[config.mk]
export PLATFORM = sky130hd
export DESIGN_NAME = game_sprite_motion_flat
export DESIGN_NICKNAME = d
export VERILOG_FILES = /design/src/rtl/game_sprite_motion_if.sv /design/src/rtl/game_sprite_motion.sv /design/src/flat_wrapper.sv
export SDC_FILE = /design/constraint.sdc
export NUM_CORES = 1
export LEC_CHECK = 0
export CAP_MARGIN = 20
export CORE_ASPECT_RATIO = 1.75
export CORE_MARGIN = 4
export CORE_UTILIZATION = 49
export DETAILED_ROUTE_END_ITERATION = 7
export DONT_BUFFER_PORTS = 1
export PLACE_DENSITY = 0.63
export SLEW_MARGIN = 20
export SYNTH_ARGS = -nofsm -noshare
export SYNTH_HDL_FRONTEND = slang
export SYNTH_SLANG_ARGS = --single-unit
[constraint.sdc]
create_clock -name clk -period 7.62 [get_ports clk]
set_input_delay 1.905 -clock clk [delete_from_list [all_inputs] [get_ports clk]]
set_output_delay 1.905 -clock clk [all_outputs]
set_load 0.02 [all_outputs]
[src/rtl/game_sprite_motion_if.sv]
// Control/status bundle between game logic (master) and the sprite motion engine (slave).
// Carries the hit counter signals only when GAME_SPRITE_HIT_COUNT_EN is defined.
interface game_sprite_motion_if #(
  parameter int X_WIDTH  = 10,
  parameter int Y_WIDTH  = 10,
  parameter int DX_WIDTH = 4,
  parameter int DY_WIDTH = 4
) ();
  logic                i_write_xy;
  logic [X_WIDTH-1:0]  i_write_x;
  logic [Y_WIDTH-1:0]  i_write_y;
  logic                i_write_dxy;
  logic [DX_WIDTH-1:0] i_write_dx;
  logic [DY_WIDTH-1:0] i_write_dy;
  logic [1:0]          i_mode;
  logic                i_enable_update;
  logic [X_WIDTH-1:0]  o_sprite_x;
  logic [Y_WIDTH-1:0]  o_sprite_y;
  logic [DX_WIDTH-1:0] o_sprite_dx;
  logic [DY_WIDTH-1:0] o_sprite_dy;
  logic                o_moved;
  logic                o_hit_x;
  logic                o_hit_y;
`ifdef GAME_SPRITE_HIT_COUNT_EN
  logic                i_hit_count_clear;
  logic [7:0]          o_hit_count;
`endif

`ifdef GAME_SPRITE_HIT_COUNT_EN
  modport master (
    output i_write_xy, i_write_x, i_write_y, i_write_dxy, i_write_dx, i_write_dy,
           i_mode, i_enable_update, i_hit_count_clear,
    input  o_sprite_x, o_sprite_y, o_sprite_dx, o_sprite_dy, o_moved, o_hit_x, o_hit_y,
           o_hit_count
  );
  modport slave (
    input  i_write_xy, i_write_x, i_write_y, i_write_dxy, i_write_dx, i_write_dy,
           i_mode, i_enable_update, i_hit_count_clear,
    output o_sprite_x, o_sprite_y, o_sprite_dx, o_sprite_dy, o_moved, o_hit_x, o_hit_y,
           o_hit_count
  );
`else
  modport master (
    output i_write_xy, i_write_x, i_write_y, i_write_dxy, i_write_dx, i_write_dy,
           i_mode, i_enable_update,
    input  o_sprite_x, o_sprite_y, o_sprite_dx, o_sprite_dy, o_moved, o_hit_x, o_hit_y
  );
  modport slave (
    input  i_write_xy, i_write_x, i_write_y, i_write_dxy, i_write_dx, i_write_dy,
           i_mode, i_enable_update,
    output o_sprite_x, o_sprite_y, o_sprite_dx, o_sprite_dy, o_moved, o_hit_x, o_hit_y
  );
`endif
endinterface

[src/rtl/game_sprite_motion.sv]
// Sprite position/velocity engine with per-update edge policy (free, wrap, bounce, stop).
// Optional saturating hit counter enabled by defining GAME_SPRITE_HIT_COUNT_EN.
module game_sprite_motion #(
  parameter int X_WIDTH      = 10,
  parameter int Y_WIDTH      = 10,
  parameter int DX_WIDTH     = 4,
  parameter int DY_WIDTH     = 4,
  parameter int STROBE_WIDTH = 20,
  parameter int X_LIMIT      = 639,
  parameter int Y_LIMIT      = 479
) (
  input logic                clk,
  input logic                reset,
  game_sprite_motion_if.slave bus
);
  typedef enum logic [1:0] {
    MODE_FREE   = 2'b00,
    MODE_WRAP   = 2'b01,
    MODE_BOUNCE = 2'b10,
    MODE_STOP   = 2'b11
  } mode_e;

  localparam int XN = X_WIDTH + 2;
  localparam int YN = Y_WIDTH + 2;
  localparam logic signed [XN-1:0] XLIM  = XN'(X_LIMIT);
  localparam logic signed [XN-1:0] XSPAN = XN'(X_LIMIT + 1);
  localparam logic signed [YN-1:0] YLIM  = YN'(Y_LIMIT);
  localparam logic signed [YN-1:0] YSPAN = YN'(Y_LIMIT + 1);
  localparam logic [X_WIDTH-1:0]   XMAX  = X_WIDTH'(X_LIMIT);
  localparam logic [Y_WIDTH-1:0]   YMAX  = Y_WIDTH'(Y_LIMIT);
  localparam logic [DX_WIDTH-1:0]  DXMIN = {1'b1, {(DX_WIDTH-1){1'b0}}};
  localparam logic [DX_WIDTH-1:0]  DXMAX = {1'b0, {(DX_WIDTH-1){1'b1}}};
  localparam logic [DY_WIDTH-1:0]  DYMIN = {1'b1, {(DY_WIDTH-1){1'b0}}};
  localparam logic [DY_WIDTH-1:0]  DYMAX = {1'b0, {(DY_WIDTH-1){1'b1}}};
  localparam logic [STROBE_WIDTH-1:0] STROBE_ONE = STROBE_WIDTH'(1);

  logic [STROBE_WIDTH-1:0] r_strobeCnt;
  logic [X_WIDTH-1:0]      r_x;
  logic [Y_WIDTH-1:0]      r_y;
  logic [DX_WIDTH-1:0]     r_dx;
  logic [DY_WIDTH-1:0]     r_dy;
  logic                    r_moved, r_hitX, r_hitY;

  logic                    w_strobe, w_update;
  mode_e                   w_mode;
  logic signed [XN-1:0]    w_xSum, w_xWrapped;
  logic signed [YN-1:0]    w_ySum, w_yWrapped;
  logic                    w_xUnder, w_xOver, w_xHit, w_yUnder, w_yOver, w_yHit;
  logic [X_WIDTH-1:0]      w_xMove, w_xWrite;
  logic [Y_WIDTH-1:0]      w_yMove, w_yWrite;
  logic [DX_WIDTH-1:0]     w_dxMove;
  logic [DY_WIDTH-1:0]     w_dyMove;

  assign w_strobe = &r_strobeCnt;
  assign w_update = bus.i_enable_update && w_strobe && !bus.i_write_xy;
  assign w_mode   = mode_e'(bus.i_mode);

  // X axis: widen to signed so under/overflow is visible, then apply the edge policy.
  always_comb begin
    w_xSum     = $signed({2'b00, r_x}) + $signed({{(XN-DX_WIDTH){r_dx[DX_WIDTH-1]}}, r_dx});
    w_xUnder   = w_xSum[XN-1];
    w_xOver    = !w_xUnder && (w_xSum > XLIM);
    w_xHit     = (w_mode != MODE_FREE) && (w_xUnder || w_xOver);
    w_xWrapped = w_xSum;
    if (w_mode == MODE_WRAP) begin
      if (w_xOver)       w_xWrapped = w_xSum - XSPAN;
      else if (w_xUnder) w_xWrapped = w_xSum + XSPAN;
    end
    if (w_mode == MODE_FREE)   w_xMove = w_xSum[X_WIDTH-1:0];
    else if (w_xWrapped[XN-1]) w_xMove = '0;
    else if (w_xWrapped > XLIM) w_xMove = XMAX;
    else                       w_xMove = w_xWrapped[X_WIDTH-1:0];
    w_dxMove = r_dx;
    if (w_xHit && w_mode == MODE_BOUNCE) w_dxMove = (r_dx == DXMIN) ? DXMAX : -r_dx;
    else if (w_xHit && w_mode == MODE_STOP) w_dxMove = '0;
    w_xWrite = (w_mode != MODE_FREE && bus.i_write_x > XMAX) ? XMAX : bus.i_write_x;
  end

  always_comb begin
    w_ySum     = $signed({2'b00, r_y}) + $signed({{(YN-DY_WIDTH){r_dy[DY_WIDTH-1]}}, r_dy});
    w_yUnder   = w_ySum[YN-1];
    w_yOver    = !w_yUnder && (w_ySum > YLIM);
    w_yHit     = (w_mode != MODE_FREE) && (w_yUnder || w_yOver);
    w_yWrapped = w_ySum;
    if (w_mode == MODE_WRAP) begin
      if (w_yOver)       w_yWrapped = w_ySum - YSPAN;
      else if (w_yUnder) w_yWrapped = w_ySum + YSPAN;
    end
    if (w_mode == MODE_FREE)   w_yMove = w_ySum[Y_WIDTH-1:0];
    else if (w_yWrapped[YN-1]) w_yMove = '0;
    else if (w_yWrapped > YLIM) w_yMove = YMAX;
    else                       w_yMove = w_yWrapped[Y_WIDTH-1:0];
    w_dyMove = r_dy;
    if (w_yHit && w_mode == MODE_BOUNCE) w_dyMove = (r_dy == DYMIN) ? DYMAX : -r_dy;
    else if (w_yHit && w_mode == MODE_STOP) w_dyMove = '0;
    w_yWrite = (w_mode != MODE_FREE && bus.i_write_y > YMAX) ? YMAX : bus.i_write_y;
  end

  // Host writes take priority over motion on their own register pair.
  always_ff @(posedge clk) begin
    if (!reset) begin
      r_strobeCnt <= '0;
      r_x         <= '0;
      r_y         <= '0;
      r_dx        <= '0;
      r_dy        <= '0;
      r_moved     <= 1'b0;
      r_hitX      <= 1'b0;
      r_hitY      <= 1'b0;
    end else begin
      r_strobeCnt <= r_strobeCnt + STROBE_ONE;
      r_moved     <= w_update;
      r_hitX      <= w_update && w_xHit;
      r_hitY      <= w_update && w_yHit;
      if (bus.i_write_xy) begin
        r_x <= w_xWrite;
        r_y <= w_yWrite;
      end else if (w_update) begin
        r_x <= w_xMove;
        r_y <= w_yMove;
      end
      if (bus.i_write_dxy) begin
        r_dx <= bus.i_write_dx;
        r_dy <= bus.i_write_dy;
      end else if (w_update) begin
        r_dx <= w_dxMove;
        r_dy <= w_dyMove;
      end
    end
  end

`ifdef GAME_SPRITE_HIT_COUNT_EN
  logic [7:0] r_hitCount;

  always_ff @(posedge clk) begin
    if (!reset || bus.i_hit_count_clear) r_hitCount <= 8'd0;
    else if (w_update && (w_xHit || w_yHit) && r_hitCount != 8'hFF) r_hitCount <= r_hitCount + 8'd1;
  end

  assign bus.o_hit_count = r_hitCount;
`endif

  assign bus.o_sprite_x  = r_x;
  assign bus.o_sprite_y  = r_y;
  assign bus.o_sprite_dx = r_dx;
  assign bus.o_sprite_dy = r_dy;
  assign bus.o_moved     = r_moved;
  assign bus.o_hit_x     = r_hitX;
  assign bus.o_hit_y     = r_hitY;
endmodule

[src/flat_wrapper.sv]
// flat-port wrapper written by rule: the top's interface ports become plain ports
module game_sprite_motion_flat 
#(
  parameter int X_WIDTH      = 10,
  parameter int Y_WIDTH      = 10,
  parameter int DX_WIDTH     = 4,
  parameter int DY_WIDTH     = 4,
  parameter int STROBE_WIDTH = 20,
  parameter int X_LIMIT      = 639,
  parameter int Y_LIMIT      = 479
)
  (clk, reset, bus_i_write_xy, bus_i_write_x, bus_i_write_y, bus_i_write_dxy, bus_i_write_dx, bus_i_write_dy, bus_i_mode, bus_i_enable_update, bus_o_sprite_x, bus_o_sprite_y, bus_o_sprite_dx, bus_o_sprite_dy, bus_o_moved, bus_o_hit_x, bus_o_hit_y);
  game_sprite_motion_if #(.X_WIDTH(X_WIDTH), .Y_WIDTH(Y_WIDTH), .DX_WIDTH(DX_WIDTH), .DY_WIDTH(DY_WIDTH)) bus_i ();
  input logic clk;
  input logic reset;
  input wire logic [$bits(bus_i.i_write_xy)-1:0] bus_i_write_xy;
  input wire logic [$bits(bus_i.i_write_x)-1:0] bus_i_write_x;
  input wire logic [$bits(bus_i.i_write_y)-1:0] bus_i_write_y;
  input wire logic [$bits(bus_i.i_write_dxy)-1:0] bus_i_write_dxy;
  input wire logic [$bits(bus_i.i_write_dx)-1:0] bus_i_write_dx;
  input wire logic [$bits(bus_i.i_write_dy)-1:0] bus_i_write_dy;
  input wire logic [$bits(bus_i.i_mode)-1:0] bus_i_mode;
  input wire logic [$bits(bus_i.i_enable_update)-1:0] bus_i_enable_update;
  output wire logic [$bits(bus_i.o_sprite_x)-1:0] bus_o_sprite_x;
  output wire logic [$bits(bus_i.o_sprite_y)-1:0] bus_o_sprite_y;
  output wire logic [$bits(bus_i.o_sprite_dx)-1:0] bus_o_sprite_dx;
  output wire logic [$bits(bus_i.o_sprite_dy)-1:0] bus_o_sprite_dy;
  output wire logic [$bits(bus_i.o_moved)-1:0] bus_o_moved;
  output wire logic [$bits(bus_i.o_hit_x)-1:0] bus_o_hit_x;
  output wire logic [$bits(bus_i.o_hit_y)-1:0] bus_o_hit_y;
  assign bus_i.i_write_xy = bus_i_write_xy;
  assign bus_i.i_write_x = bus_i_write_x;
  assign bus_i.i_write_y = bus_i_write_y;
  assign bus_i.i_write_dxy = bus_i_write_dxy;
  assign bus_i.i_write_dx = bus_i_write_dx;
  assign bus_i.i_write_dy = bus_i_write_dy;
  assign bus_i.i_mode = bus_i_mode;
  assign bus_i.i_enable_update = bus_i_enable_update;
  assign bus_o_sprite_x = bus_i.o_sprite_x;
  assign bus_o_sprite_y = bus_i.o_sprite_y;
  assign bus_o_sprite_dx = bus_i.o_sprite_dx;
  assign bus_o_sprite_dy = bus_i.o_sprite_dy;
  assign bus_o_moved = bus_i.o_moved;
  assign bus_o_hit_x = bus_i.o_hit_x;
  assign bus_o_hit_y = bus_i.o_hit_y;
  game_sprite_motion #(.X_WIDTH(X_WIDTH), .Y_WIDTH(Y_WIDTH), .DX_WIDTH(DX_WIDTH), .DY_WIDTH(DY_WIDTH), .STROBE_WIDTH(STROBE_WIDTH), .X_LIMIT(X_LIMIT), .Y_LIMIT(Y_LIMIT)) u_core (.clk(clk), .reset(reset), .bus(bus_i));
endmodule
==> metrics.yaml <==
drt:
  vias_per_cell: 6.35
  drt_wl_total_mm: 13.1
  drtIter0Drc: 213
  wl_per_cell_um: 18.7
  drc: 0
  firstDrtPassIters: 5
  detail-route-antenna-nets: 0
  vias: 4445
grt:
  grt_pass1_wl_mm: 21.0
  grt_pass1_vias: 4374
  grt_max_degree: 29
  antenna_found_initial: 0
  grt.overflow.total: 0
  grt_use_total: 0.244
synthesis:
  synth-xor-area-share: 0.0733
  synth_ff_type: "dfxtp_1"
  yosysWarnings: 0
  synth_mux_area_frac: 0.00664
  synth_cells: 590
  synth.avg_cell_area_um2: 7.67
  synthAdderAreaFrac: 0.0890
  synth_seq_cells: 51
  synthDistinctLibCells: 76
  yosys.area_share.simple: 0.233
  synth_top_family_by_area: "compound AO/OA/AOI/OAI gates"
  async_reset_ff_frac: 0
  synth_edf_count: 0
  syn_nets: 656
  ys_seq_area_frac: 0.226
  synth_area_mm2: 0.00453
  synth_compound_area_frac: 0.333
finish:
  synthToLayoutAreaGrowth_pct: 5.83
  final_common_cell: "nor2_1"
  multi_input_area_mm2: 0.00333
  utilization: 0.530
  post_route_cells_drive_above_1_share: 0.0707
  nNetsFinal: 645
  nFillCells: 893
  antennaDiodeCount: 0
  register_area_mm2: 0.00102
  final_cell_mix: "nor2_1, a21oi_1, dfxtp_1"
sta:
  setup_violations: 0
  setup_tns_ns: 0
  setup_ws_ns: 3.28
  fmax_mhz: 230
  min_period_over_period: 0.569
  rsz0062_at_grt: "false"
  slew_headroom: 0.250
  hold_viol_final: 0
  worst_pin_slew_ns: 1.12
  fin_crit_ns: 4.34
  final_max_slew_viol_count: 0
  skew_ns: 0.00824
pwr:
  peakVddDrop_v: 0.000116
  p_leak_nw: 1.81
  powerDensity_mw_per_mm2: 177
die:
  core_mm2: 0.00904
  pin_count: 66
  die_w_um: 80.6
  initial_core_util: 0.501
  fp.dieArea_mm2: 0.0109
  num_rows: 46
  fp.dieH_um: 135
clock_network:
  clock_latency_ns: 0.30
  cts-root-buf: "clkbuf_16"
  cts_setup_buffers: 0
  htree_levels: 2
  cts_tree: "built"
  clkSinkCount: 51
  clk_path_buf_depth: 2
  clkSlewWorstSetupHoldPaths_ns: 0.07
  post_cts_resized: 0
  cts_hold_buf: 0
  cts-buffers-inserted: 5
placed_design:
  dpl.hpwl_mm: 10.2
  port_buffers: 0
  gp_congestion: 0.917
  dpl_worst_slack_ns: 3.38
critical_path:
  reg2reg_from: "u_core.bus.o_sprite_dy[3]$_SDFFE_PN0P_"
  setup.worst_path.class: "reg -> reg"
  cp.required_ns: 7.84
  path_max_fanout: 21
  timing.rr.end: "u_core.bus.o_sprite_y[1]$_SDFFE_PN0P_"
  cp_data_arrival_time_ns: 4.56
  crit_start: "u_core.bus.o_sprite_dy[3]$_SDFFE_PN0P_"
  start_kind: "flop"
  crit_end: "u_core.bus.o_sprite_y[1]$_SDFFE_PN0P_"
  r2r_setup_slack_ns: 3.28
  r2r_cells: 10
  endpoint_kind: "flop"
outcome:
  status: "completed"
flow_run:
  drv_cap: 0
hold_path:
  hp-class: "reg -> reg"
worst max-delay path: stages, from the launching register on:
cell and delay, ns:
dfxtp_1 1.06, ha_1 0.36, o211ai_2 0.17, o211a_1 0.30, o211ai_1 0.67, and3_4 0.33, nand2_1 0.08, and3_1 0.19
o32ai_1 0.59, o21ai_1 0.28, a31oi_1 0.23
flip-flops by register name (all words and copies together) (netlist names):
signal / count
u_core.bus.o_sprite_dy: 4
u_core.r_strobeCnt: 20
u_core.bus.o_moved: 1
u_core.bus.o_sprite_y: 10
u_core.bus.o_hit_x: 1
u_core.bus.o_sprite_x: 10
u_core.bus.o_hit_y: 1
u_core.bus.o_sprite_dx: 4
synthesized netlist by cell type, drive strengths merged, types with 4 or more instances:
master	number	area share
or3	7	0.0097
a21o	6	0.010
nand3	14	0.015
nor2	69	0.057
o21ai	45	0.051
o22ai	6	0.014
o211a	4	0.0088
nand2b	13	0.018
and3	7	0.011
o21a	10	0.017
o211ai	9	0.017
a221oi	5	0.014
nor3	14	0.015
a31oi	10	0.014
o311ai	5	0.011
inv	28	0.024
a21boi	6	0.010
ha	29	0.080
or2	5	0.0069
nand2	34	0.028
a21oi	59	0.067
and2	10	0.014
o31ai	10	0.018
xor2	20	0.046
dfxtp	51	0.23
nand4	12	0.017
nor2b	11	0.016
nor3b	4	0.0066
xnor2	14	0.027
a211oi	6	0.012
clkbuf	17	0.014
o221ai	4	0.0077
stage by stage:
stage | hold WS, ns | instance area (um2) | std cells | power, mW
3_5_place_dp | 0.481 | 4610 | 692 | 0.580
3_3_place_gp | 0.473 | 4610 | 692 | 0.576
4_1_cts | 0.499 | 4790 | 700 | 0.851
5_1_grt | 0.529 | 4790 | 700 | 0.898
6_report | 0.502 | 4790 | 700 | 0.848
2_1_floorplan | 0.453 | 4530 | 590 | 0.529
cell type report:
cell class              instances  share of cell area
multi-input cells             492               0.694
flip-flops and latches         51               0.213
well taps                     120              0.0313
clock buffers                   6              0.0290
inverters                      28              0.0225
clock inverters                 2             0.00810
repair buffers                  1             0.00157
kinds of logic (layout without fill, tap and decap cells):
logic type	Yosys count	after routing
AND/OR/NAND/NOR	210	210
flip-flops	51	51
buffers and inverters	47	37
multiplexers	3	3
adder cells (fa/ha/maj)	31	31
XOR/XNOR	34	34
AO/OA/AOI/OAI	214	214
power by group:
group	leakage (nW)	internal (mW)	switching (mW)
Clock	0.0875	0.165	0.105
Sequential	0.418	0.280	0.0358
Combinational	1.30	0.104	0.158
Total	1.81	0.549	0.299
metal layers:
layer | wire [um] | global-route usage | vias to the layer above
met5 | 0 | 0 | -
met1 | 4820 | 0.250 | 2098
li1 | - | - | 2171
met2 | 6980 | 0.454 | 136
met3 | 700 | 0.0386 | 40
met4 | 626 | 0.140 | 0
worst min-delay path by stage:
stage | start | endpoint | slack (ns) | cells past startpoint
final | u_core.r_strobeCnt[19]$_SDFF_PN0_ | u_core.r_strobeCnt[19]$_SDFF_PN0_ | 0.50 | 2
after global routing | u_core.r_strobeCnt[0]$_SDFF_PN0_ | u_core.r_strobeCnt[0]$_SDFF_PN0_ | 0.53 | 1
after CTS | u_core.r_strobeCnt[0]$_SDFF_PN0_ | u_core.r_strobeCnt[0]$_SDFF_PN0_ | 0.50 | 1
after detailed placement | u_core.r_strobeCnt[0]$_SDFF_PN0_ | u_core.r_strobeCnt[0]$_SDFF_PN0_ | 0.48 | 1
after global placement | u_core.r_strobeCnt[19]$_SDFF_PN0_ | u_core.r_strobeCnt[19]$_SDFF_PN0_ | 0.47 | 2
after floorplan | u_core.r_strobeCnt[0]$_SDFF_PN0_ | u_core.r_strobeCnt[0]$_SDFF_PN0_ | 0.45 | 1
(Power assumes the default switching activity.)
